[src/rtl/regfile_writeback.sv]
// regfile_writeback: regfile write-port driver merging ALU results and in-order load returns; optional REGFILE_WB_BYPASS_EN exposes next-cycle write as bypass
module regfile_writeback #(
  parameter int LDQ_DEPTH = 2,
  parameter int DW = 32,
  parameter int RW = 5
) (
  input  logic          clk,
  input  logic          rst,
  input  logic          alu_valid,
  output logic          alu_ready,
  input  logic [RW-1:0] alu_dest,
  input  logic [DW-1:0] alu_data,
  input  logic          ld_issue,
  output logic          ld_ready,
  input  logic [RW-1:0] ld_dest,
  input  logic [2:0]    ld_type,
  input  logic [1:0]    ld_lo,
  input  logic          mem_rvalid,
  input  logic [DW-1:0] mem_rdata,
  output logic          wren,
  output logic [RW-1:0] wr,
  output logic [DW-1:0] wd,
  output logic [31:0]   ld_busy,
  output logic          resp_err
`ifdef REGFILE_WB_BYPASS_EN
  ,
  output logic          byp_valid,
  output logic [RW-1:0] byp_reg,
  output logic [DW-1:0] byp_data
`endif
);
  localparam int PW = LDQ_DEPTH > 1 ? $clog2(LDQ_DEPTH) : 1;
  localparam int CW = $clog2(LDQ_DEPTH + 1);
  logic [RW-1:0]        q_dest [LDQ_DEPTH];
  logic [2:0]           q_type [LDQ_DEPTH];
  logic [1:0]           q_lo   [LDQ_DEPTH];
  logic [LDQ_DEPTH-1:0] q_v;
  logic [PW-1:0]        wp, rp, wp_n, rp_n;
  logic [CW-1:0]        cnt;
  logic                 push, pop, alu_acc, skid_v, skid_v_n, sel_v, nxt_wren;
  logic [RW-1:0]        skid_d, h_dest, sel_d;
  logic [DW-1:0]        skid_data, ld_val, sel_data;
  logic [2:0]           h_type;
  logic [1:0]           h_lo;
  logic [7:0]           byte_v;
  logic [15:0]          half_v;
  logic [31:0]          busy;
  always_comb begin
    ld_ready  = cnt < CW'(LDQ_DEPTH);
    alu_ready = !skid_v;
    alu_acc   = alu_valid & alu_ready;
    push      = ld_issue & ld_ready;
    pop       = mem_rvalid & (cnt != '0);
    wp_n      = (wp == PW'(LDQ_DEPTH - 1)) ? '0 : wp + 1'b1;
    rp_n      = (rp == PW'(LDQ_DEPTH - 1)) ? '0 : rp + 1'b1;
    h_dest    = q_dest[rp];
    h_type    = q_type[rp];
    h_lo      = q_lo[rp];
    byte_v    = mem_rdata[{h_lo, 3'b000} +: 8];
    half_v    = mem_rdata[{h_lo[1], 4'b0000} +: 16];
    ld_val    = h_type == 3'd0 ? {{(DW-8){byte_v[7]}}, byte_v}
              : h_type == 3'd1 ? {{(DW-8){1'b0}}, byte_v}
              : h_type == 3'd2 ? {{(DW-16){half_v[15]}}, half_v}
              : h_type == 3'd3 ? {{(DW-16){1'b0}}, half_v}
              : mem_rdata;
    // a popping load always wins; a colliding ALU result waits in the skid
    sel_v     = pop | skid_v | alu_valid;
    sel_d     = pop ? h_dest : skid_v ? skid_d : alu_dest;
    sel_data  = pop ? ld_val : skid_v ? skid_data : alu_data;
    nxt_wren  = sel_v & (sel_d != '0);
    skid_v_n  = pop ? (skid_v | alu_acc) : 1'b0;
  end
  always_comb begin
    busy = '0;
    for (int i = 0; i < LDQ_DEPTH; i++)
      busy = busy | (32'(q_v[i]) << q_dest[i]);
    ld_busy = {busy[31:1], 1'b0};
  end
`ifdef REGFILE_WB_BYPASS_EN
  always_comb begin
    byp_valid = rst & nxt_wren;
    byp_reg   = sel_d;
    byp_data  = sel_data;
  end
`endif
  always_ff @(posedge clk) begin
    if (push) begin
      q_dest[wp] <= ld_dest;
      q_type[wp] <= ld_type;
      q_lo[wp]   <= ld_lo;
    end
    if (pop & alu_acc) begin
      skid_d    <= alu_dest;
      skid_data <= alu_data;
    end
  end
  always_ff @(posedge clk or negedge rst) begin
    if (!rst) begin
      wp       <= '0;
      rp       <= '0;
      cnt      <= '0;
      q_v      <= '0;
      skid_v   <= 1'b0;
      wren     <= 1'b0;
      wr       <= '0;
      wd       <= '0;
      resp_err <= 1'b0;
    end else begin
      if (push) begin
        wp     <= wp_n;
        q_v[wp] <= 1'b1;
      end
      if (pop) begin
        rp     <= rp_n;
        q_v[rp] <= 1'b0;
      end
      cnt      <= cnt + CW'(push) - CW'(pop);
      skid_v   <= skid_v_n;
      wren     <= nxt_wren;
      wr       <= sel_d;
      wd       <= sel_data;
      resp_err <= resp_err | (mem_rvalid & (cnt == '0));
    end
  end
endmodule
[config.mk]
export PLATFORM = sky130hd
export DESIGN_NAME = regfile_writeback
export DESIGN_NICKNAME = d
export VERILOG_FILES = /design/src/rtl/regfile_writeback.sv
export SDC_FILE = /design/constraint.sdc
export NUM_CORES = 1
export LEC_CHECK = 0
export CAP_MARGIN = 20
export CORE_MARGIN = 4
export CORE_UTILIZATION = 43
export CTS_CLUSTER_DIAMETER = 60
export DETAILED_ROUTE_END_ITERATION = 7
export PLACE_DENSITY = 0.77
export SLEW_MARGIN = 5
export SYNTH_ARGS = -nofsm -noshare
export SYNTH_HDL_FRONTEND = slang
export SYNTH_SLANG_ARGS = --single-unit
[constraint.sdc]
create_clock -name clk -period 2.55 [get_ports clk]
set_clock_uncertainty 0.05 [all_clocks]
set_input_delay 0.51 -clock clk [delete_from_list [all_inputs] [get_ports clk]]
set_output_delay 0.51 -clock clk [all_outputs]
set_load 0.01 [all_outputs]
Word-level counts from Yosys, hierarchy flattened
Memory sizes are Yosys's and may differ from the RTL's.
Cells that the tools add are included.

operators by class
  add/sub/neg operators = 4
  $mul = 0
  divide/modulo/power cells = 0
  $lt $le $gt $ge = 5
  equality and inequality tests = 3
  shifts and indexed selects = 4
  multiplexer cells = 19
  bitwise operators = 14
  reductions and logical operators = 7

operators by type and width
  operator                                                    count
  2-to-1 mux 32 bit                                           6
  << shifter 1 x 5 -> 32 bit                                  2
  bitwise OR 32 bit                                           1
  indexed part select 32 x 6 -> 16 bit                        1
  indexed part select 32 x 6 -> 8 bit                         1
  2-to-1 mux 5 bit                                            2
  2-to-1 mux 1 bit                                            7
  AND 1 bit                                                   6
  equality test 3 x 2 -> 1 bit, second input constant         2
  nonzero test 5 bit                                          1
  less-than comparator 1 x 2 -> 1 bit, second input constant  2
  2-to-1 mux 2 bit                                            2
  bitwise OR 1 bit                                            4
  equality test 3 x 1 -> 1 bit, second input constant         1
  zero test 3 bit                                             1
  adder 1 bit, second input constant                          2
  adder 2 x 1 -> 2 bit                                        1
  AND 2 bit                                                   1
  demux 1 bit (select 1 bit)                                  2
  >= comparator 1 bit, second input constant                  2
  logical AND 1 bit                                           2
  zero test 2 bit                                             1
  less-than comparator 2 bit, second input constant           1
  inverter 2 bit                                              1
  4 further kinds                                             4

word-level totals
  flip-flop bits (word level) = 83
  latch bits = 0
  RAM bits = 20
  memory bits (read-only) = 0
  input bits = 84
  word-level logic and storage cells = 70
  memories kept = 3

memory list
  name    words  width  rd ports  clocked after Yosys merged registers in  wr ports  RTL line  RTL
  q_dest  2      5      3         0                                        1         34        logic [RW-1:0] q_dest [LDQ_DEPTH];
  q_type  2      3      1         0                                        1         35        logic [2:0] q_type [LDQ_DEPTH];
  q_lo    2      2      1         0                                        1         36        logic [1:0] q_lo [LDQ_DEPTH];

Logic depth before layout (Yosys ltp)
Gate-level depths: netlist (run 1).

  depth in word-level cells = 8
  gate-level depth with buffers = 8
  depth with buffers taken out = 7

Least setup slack after synthesis (run 1)
No wires, ideal clock.

  path type = register to register
  start = register skid_v
  end = register skid_d[0] (enable)
  library setup time = 398 ps
  arrival time = 2,067 ps
  data required time = 2,102 ps
  setup slack = 35 ps
  stages on the path, launching flop included = 6
  buffers on the path = 3
  clock period less this slack = 2,515 ps
  cells stage by stage = dfrtp_1 buf_2 buf_2 buf_1 inv_1 and3_1

between the ends
  cells in the longest elaborated chain, start to end = 3

RTL lines
  element                 RTL line  RTL
  from (decl)             40        logic push, pop, alu_acc, skid_v, skid_v_n, sel_v, nxt_wren;
  from (signal assigned)  118       skid_v <= skid_v_n;
  zero test 1 bit         50        alu_ready = !skid_v;
  named net alu_ready     10        output logic alu_ready,
  AND 1 bit               51        alu_acc = alu_valid & alu_ready;
  AND 1 bit               92        if (pop & alu_acc) begin
  to (signal assigned)    93        skid_d <= alu_dest;
  to (decl)               41        logic [RW-1:0] skid_d, h_dest, sel_d;

The timed path passes the listed nets, and every way through them passes these cells.
A chain may end at the register's enable or synchronous reset.

==> key figures, run 1 <==
Synth
  • Mapped cell area: 5110 sq um
  • Syn nets: 497
  • Avg Synthesized Cell Area: 12.4 sq um
  • Distinct cells, synth: 46
  • Top_reg_cell synth: edfxtp_1
  • Seq cells post-synth: 103
  • Post-synth EDFFs: 57
  • Post-synthesis cell count: 411
  • Asr flop ratio synth: 0.447
  • Register area share after synthesis: 0.560
  • Yosys Warn Count: 0

STA
  • Worst Tran Pin Value: 0.662 ns
  • Setup WS post-layout: 0.0414 ns
  • Final-report setup violation count: 0
  • Final Hold Slack: 0.436 ns
  • Highest clock rate: 399 MHz
  • Max-slew headroom: 0.558
  • Final min period: 2.51 ns
  • Tcrit/Tclk final: 0.984
  • Max Slew Vio Count: 0
  • RSZ-0062 raised after global routing: true
  • Final Hold Fails: 0

Final layout
  • # fillers: 901
  • Antenna diodes: 0
  • Layout area overhead: 43.9%
  • Fraction of layout cells with a size suffix above 1: 0.150
  • Final instance count without filler cells: 729
  • Layout net count: 667

GRT
  • Number of global-route vias before repair: 4,232
  • GRT overflow: 0
  • Initial antenna violation count: 0
  • First-pass GRT wire length: 22.0 mm
  • Global Route Usage Sum: 0.210
  • Pin count of the biggest net entering global routing: 40

Critical path
  • R2R Setup Slk: 0.26 ns
  • CP arrival: 1.95 ns
  • Worst setup path class: flip-flop to primary output
  • R2R Path End: wd[24]
  • CP startpoint kind: flip-flop
  • Critical Path RT: 1.99 ns
  • CP max FO: 7
  • Worst-case reg-to-reg path depth: 6
  • Reg2reg start: rp
  • Crit. End Element: primary output

CTS
  • Clk Latency, worst-skew pair: 0.34 ns
  • CTS tree: yes
  • Clock Sinks: 103
  • CTS clk-pin slew, worst paths: 0.07 ns
  • Num CTS Buffers: 9
  • CTS root buf: clkbuf_16
  • Clock Path Buffers: 2
  • H-tree Lvls: 3

Place
  • Port Buffers: 155
  • Dpl ws: -0.233 ns
  • Placed instance count: 702
  • GPL Wtd Cong: 0.879
  • DP HPWL: 10.8 mm

Route
  • Initial DRC Count: 333
  • Via density: 5.75
  • Drt total wl: 14.6 mm
  • Final ANT Viol Nets: 0
  • TritonRoute pass-1 iters: 5
  • Drt drc: 0
  • Avg WL per Cell: 20.1 um
  • Total vias in the final route: 4,195

Die
  • Starting Density: 0.444
  • Row Count: 39
  • Die height: 117 um
  • Top-Level Pins: 157
  • Die area: 13,700 sq um
  • Die W: 117 um
  • Core Region: 11,500 sq um

Power and ir drop
  • Static Leakage: 0.00304 uW
  • Maximum VDD drop: 0.495 mV
  • PwrDens: 926 nW/um^2
  • Total Power Consumption: 6810 uW

Status
  • Status: completed

Flow run
  • Max-Cap Viols: 0

Min path
  • HP Class: primary input to asynchronous set/reset pin
placed cells by master (no fill, tap or decap), drive strengths merged, types with 2 or more instances in the layout:
cell	count
a211oi	8
a21o	10
a21oi	8
a221oi	7
a22oi	24
a31oi	2
and3	2
buf	33
clkbuf	11
clkdlybuf4s50	136
clkinvlp	2
dfrtp	46
dlymetal6s2s	18
edfxtp	57
ha	2
inv	6
mux2	8
mux2i	67
nand2	26
nand2b	5
nand3	8
nand4	2
nor2	14
nor2b	13
nor3	8
o211ai	8
o21ai	4
o22ai	32
or2	2
xnor2	4
through the flow:
stage	util	cell area, sq um	setup TNS (ns)
after global placement	0.597	6870	-3.20
after detailed placement	0.597	6870	-4.16
after CTS	0.624	7190	0
final	0.639	7360	0
after floorplan	-	5110	0
after global routing	0.639	7360	-0.0860
cells in the mapped netlist, drive strengths merged (2+ instances only):
cell type,n,share of area
a211oi,8,0.013
a21o,10,0.015
a21oi,8,0.0086
a221oi,7,0.012
a22oi,24,0.044
a31oi,2,0.0024
and3,2,0.0024
buf,13,0.020
clkbuf,16,0.012
dfrtp,46,0.23
edfxtp,57,0.33
ha,2,0.0049
inv,5,0.0037
mux2,8,0.018
mux2i,67,0.14
nand2,26,0.019
nand2b,5,0.0061
nand3,8,0.0078
nand4,2,0.0024
nor2,14,0.010
nor2b,13,0.016
nor3,8,0.0078
o211ai,8,0.012
o21ai,4,0.0047
o22ai,32,0.039
or2,2,0.0024
xnor2,4,0.0069
state kept, by name (all words and copies together), names as in the netlist:
name / cells
q_type: 6
wp: 1
skid_d: 5
skid_data: 32
rp: 1
resp_err: 1
wr: 5
q_dest: 10
wd: 32
cnt: 2
wren: 1
q_lo: 4
skid_v: 1
q_v: 2
critical path, cell delays in order (launching register included):
cell and delay [ns]:
edfxtp_1 0.43, or2_2 0.41, o22ai_1 0.20, clkdlybuf4s50_1 0.56
cell families (layout without fill, tap and decap cells):
kind of cell             count (synthesis)  count (layout)  synth area share
other                                    1               1          0.000734
AND/OR/NAND/NOR                         85              85            0.0818
flip-flops                             103             103             0.560
XOR/XNOR                                 4               4           0.00685
AO/OA/AOI/OAI                          107             107             0.157
buffers and inverters                   34             209            0.0350
multiplexers                            75              75             0.154
adder cells (fa/ha/maj)                  2               2           0.00490
per-layer routing:
layer | wire (um) | track usage | vias up
met5 | 0 | 0 | -
met4 | 468 | 0.0849 | 0
met3 | 933 | 0.0427 | 39
met2 | 7350 | 0.356 | 210
met1 | 5900 | 0.263 | 2023
li1 | - | - | 1923
repair_timing:
action | in CTS | in global routing
buffers inserted | 1 | 8
gates resized for setup | 3 | 32
hold endpoints to repair | 3 | 0
endpoints found under the setup margin | 15 | 29
hold buffers | 1 | 0
pin swaps | 0 | 0
cell type report:
cell class              instances  area [sq um]  area share
repair buffers                188          1860       0.253
clock inverters                 5          58.8     0.00799
clock buffers                  11           233      0.0316
flip-flops and latches        103          2870       0.390
well taps                     143           179      0.0243
multi-input cells             274          2140       0.291
inverters                       5          18.8     0.00255
power breakdown:
group,internal [uW],leakage [uW],switching (uW)
combinational,1490,0.00185,1470
sequential,2240,0.00105,256
clock,764,0.000136,596
how the worst max path moves through the flow:
stage	to	slack, ns	cells after the start	from
4_1_cts	ld_busy[28]	0.008	4	q_v[0]
3_3_place_gp	wd[21]	-0.16	5	mem_rdata[7]
2_1_floorplan	skid_d[0]	0.04	5	skid_v
3_5_place_dp	wd[9]	-0.23	5	mem_rdata[7]
5_1_grt	ld_busy[5]	-0.04	4	q_dest[0][2]
6_report	ld_busy[5]	0.04	3	q_dest[0][1]
(Power assumes the default switching activity.)
==> inputs of run 2 (changes only) <==
- ABC_AREA: default -> 1
- CORE_UTILIZATION: 43 -> 44
==> run 2 against run 1 <==
  * The run now ends with negative setup slack left
  * First-iteration DRC count is 61% higher
  * Global-route usage is 1.3 points higher
  * Fmax is 2.3% lower
  * Routed wire length is 13% higher
  * Hold slack worse by 0.33 ns
  * Register-to-register slack better by 0.05 ns
  * Synthesized cell count is 72% higher
  * Via count is 27% higher
  * Non-clock buffer count is 9 lower
  * Area after synthesis is 12% higher
  * Flip-flop and latch count stayed put
  * Largest cell class unchanged
==> key figures, run 2 <==
CTS
  • CTS root buf: clkbuf_16
  • Clock Path Buffers: 2
  • Clk Latency, worst-skew pair: 0.35 ns
  • CTS tree: yes
  • Hold Buf Count CTS: 0
  • Num CTS Buffers: 9
  • Clock Sinks: 103
  • CTS clk-pin slew, worst paths: 0.07 ns
  • H-tree Lvls: 3

Critical path
  • CP startpoint kind: flip-flop
  • R2R Path End: wd[23]
  • Crit. End Element: primary output
  • CP arrival: 2.01 ns
  • Worst setup path start: q_dest[0][0]
  • Worst-case reg-to-reg path depth: 9
  • Critical Path RT: 1.99 ns
  • Reg2reg start: rp
  • R2R Setup Slk: 0.31 ns
  • Worst setup path class: flip-flop to primary output
  • Crit path to: ld_busy[26]
  • CP max FO: 4

Synth
  • Post-synth EDFFs: 57
  • Asr flop ratio synth: 0.447
  • Synth top area cells: edfxtp_1, dfrtp_1, nand2_1
  • Mapped cell area: 5740 sq um
  • Cell taking the most area after synthesis: edfxtp_1
  • Yosys Warn Count: 0
  • Syn nets: 792
  • Register area share after synthesis: 0.499
  • Distinct cells, synth: 36
  • Top_reg_cell synth: edfxtp_1
  • Post-synthesis cell count: 706
  • Seq cells post-synth: 103
  • Avg Synthesized Cell Area: 8.13 sq um
  • Dominant cell by count in the synthesized netlist: nand2_1
  • Post-synth top area share: 0.298
  • Synth top cells by count: nand2_1, nand3_1, inv_1

STA
  • Highest clock rate: 390 MHz
  • Setup_tns: -0.0422 ns
  • Final min period: 2.57 ns
  • Max Slew Vio Count: 0
  • Tcrit/Tclk final: 1.01
  • Setup WS post-layout: -0.0170 ns
  • Final-report setup violation count: 3
  • RSZ-0062 raised after global routing: true
  • Final Hold Fails: 0
  • Worst Tran Pin Value: 0.673 ns
  • Max-slew headroom: 0.551

Final layout
  • Layout net count: 945
  • Layout area overhead: 37.4%
  • Most common cell after layout, fill and taps aside: nand2_1
  • Post-Layout Inst Area: 7880 sq um
  • Multi-input gate area: 2420 sq um
  • Commonest non-fill, non-tap cells in the layout: nand2_1, clkdlybuf4s50_1, nand3_1, inv_1, edfxtp_1
  • # fillers: 1,109
  • Fraction of layout cells with a size suffix above 1: 0.110
  • Register Area: 2860 sq um
  • Largest regs: skid_data x32, wd x32, q_dest x10

Power and ir drop
  • PwrDens: 930 nW/um^2
  • Maximum VDD drop: 0.785 mV
  • Net switching power: 2930 uW
  • Part of the power in registers: 0.337
  • Clock Power Share: 0.178
  • Total Power Consumption: 7330 uW
  • Static Leakage: 0.00395 uW
  • Combinational Power Share: 0.485
  • Switch share: 0.400
  • Internal power: 4400 uW

GRT
  • First-pass GRT wire length: 25.8 mm
  • Pin count of the biggest net entering global routing: 48
  • GRT overflow: 0
  • Number of global-route vias before repair: 5,025
  • Global Route Usage Sum: 0.222
  • Initial antenna violation count: 0

Route
  • Avg WL per Cell: 16.0 um
  • Drt drc: 0
  • Via density: 5.14
  • Drt total wl: 16.6 mm
  • TritonRoute pass-1 iters: 5
  • Final ANT Viol Nets: 0
  • Initial DRC Count: 536
  • Total vias in the final route: 5,334

Min path
  • HP Class: primary input to asynchronous set/reset pin

Place
  • Cell Area, Placed: 7450 sq um
  • DP HPWL: 11.8 mm
  • Port Buffers: 155
  • GPL Wtd Cong: 0.934

Flow run
  • Max-Cap Viols: 0

Die
  • Top-Level Pins: 157
  • Die area: 14,900 sq um
  • Die W: 122 um
  • Starting Density: 0.453
  • Die height: 122 um
  • Row Count: 41
  • Core Region: 12,700 sq um

Status
  • Failing checks: negative setup slack
  • Status: complete, but fails checks
-- run 2: cell count changes in the layout (fill, tap and decap cells not counted), sizes merged, moves of 9 or more --
cell | previous run | this run
nand2 | 26 | 275
or2 | 2 | 22
a21o | 10 | 0
clkdlybuf4s50 | 136 | 127
o21ai | 4 | 23
inv | 6 | 77
nand3 | 8 | 82
nor2b | 13 | 0
mux2i | 67 | 2
a22oi | 24 | 0
-- run 2: kinds of logic (layout without fill, tap and decap cells) --
group                      Yosys count  in the layout  synth area share
adders and majority gates            2              2           0.00436
xor gates and xnor gates             3              3           0.00458
other                                1              2          0.000654
muxes                                2              2           0.00349
buffers and inverters              113            271            0.0890
AOI/OAI and AO/OA                   73             73            0.0781
DFF                                103            103             0.499
and+or+nand+nor                    409            409             0.321
-- run 2: worst min path at each step --
stage | startpoint | end | slack (ns)
6_report | rst | wd[1] | 0.10
5_1_grt | rst | wd[1] | 0.14
4_1_cts | rst | wd[1] | 0.11
3_5_place_dp | resp_err | resp_err | 0.41
3_3_place_gp | resp_err | resp_err | 0.40
2_1_floorplan | rst | cnt[0] | 0.16
-- run 2: cell type report --
class	count	share of cell area
multi-input cells	490	0.307
flip-flops and latches	103	0.363
diodes	1	0.000318
clock buffers	9	0.0286
clock inverters	7	0.00699
inverters	76	0.0368
repair buffers	179	0.229
well taps	172	0.0273
-- run 2: routing by layer --
layer / vias to the layer above / global-route usage / share of wire
li1: 2612 / - / -
met1: 2456 / 0.300 / 0.42
met2: 246 / 0.356 / 0.48
met3: 20 / 0.0557 / 0.076
met4: 0 / 0.0672 / 0.016
met5: - / 0 / 0
-- run 2: critical path, stage by stage (launching register included) --
cell and delay [ns]:
edfxtp_1 0.42, inv_2 0.15, nand3_1 0.12, nor2_1 0.16, nand2_1 0.09, o22ai_1 0.15, clkdlybuf4s50_1 0.57
-- run 2: power by group through the flow --
| stage | registers (uW) | logic, uW | clock network [uW] |
|---|---|---|---|
| floorplan | 2580 | 2080 | 0 |
| global placement | 2500 | 3460 | 0 |
| detailed placement | 2510 | 3500 | 0 |
| CTS | 2470 | 3530 | 1330 |
| global route | 2520 | 3920 | 1400 |
| finish | 2470 | 3550 | 1300 |
-- run 2: timing repair --
| action | CTS | global route |
|---|---|---|
| gates resized for setup | 6 | 32 |
| pin swaps | 0 | 1 |
| buffers inserted | 4 | 2 |
| setup endpoints to repair | 23 | 28 |
-- run 2: metrics by stage --
stage	utilization	hold WS (ns)	worst slack, ns	std cells
after floorplan	-	0.164	0.145	706
after global placement	0.588	0.402	0.284	1014
after detailed placement	0.588	0.413	0.211	1014
after CTS	0.613	0.106	-0.0316	1034
after global routing	0.622	0.135	-0.125	1036
final	0.622	0.104	-0.0170	1037
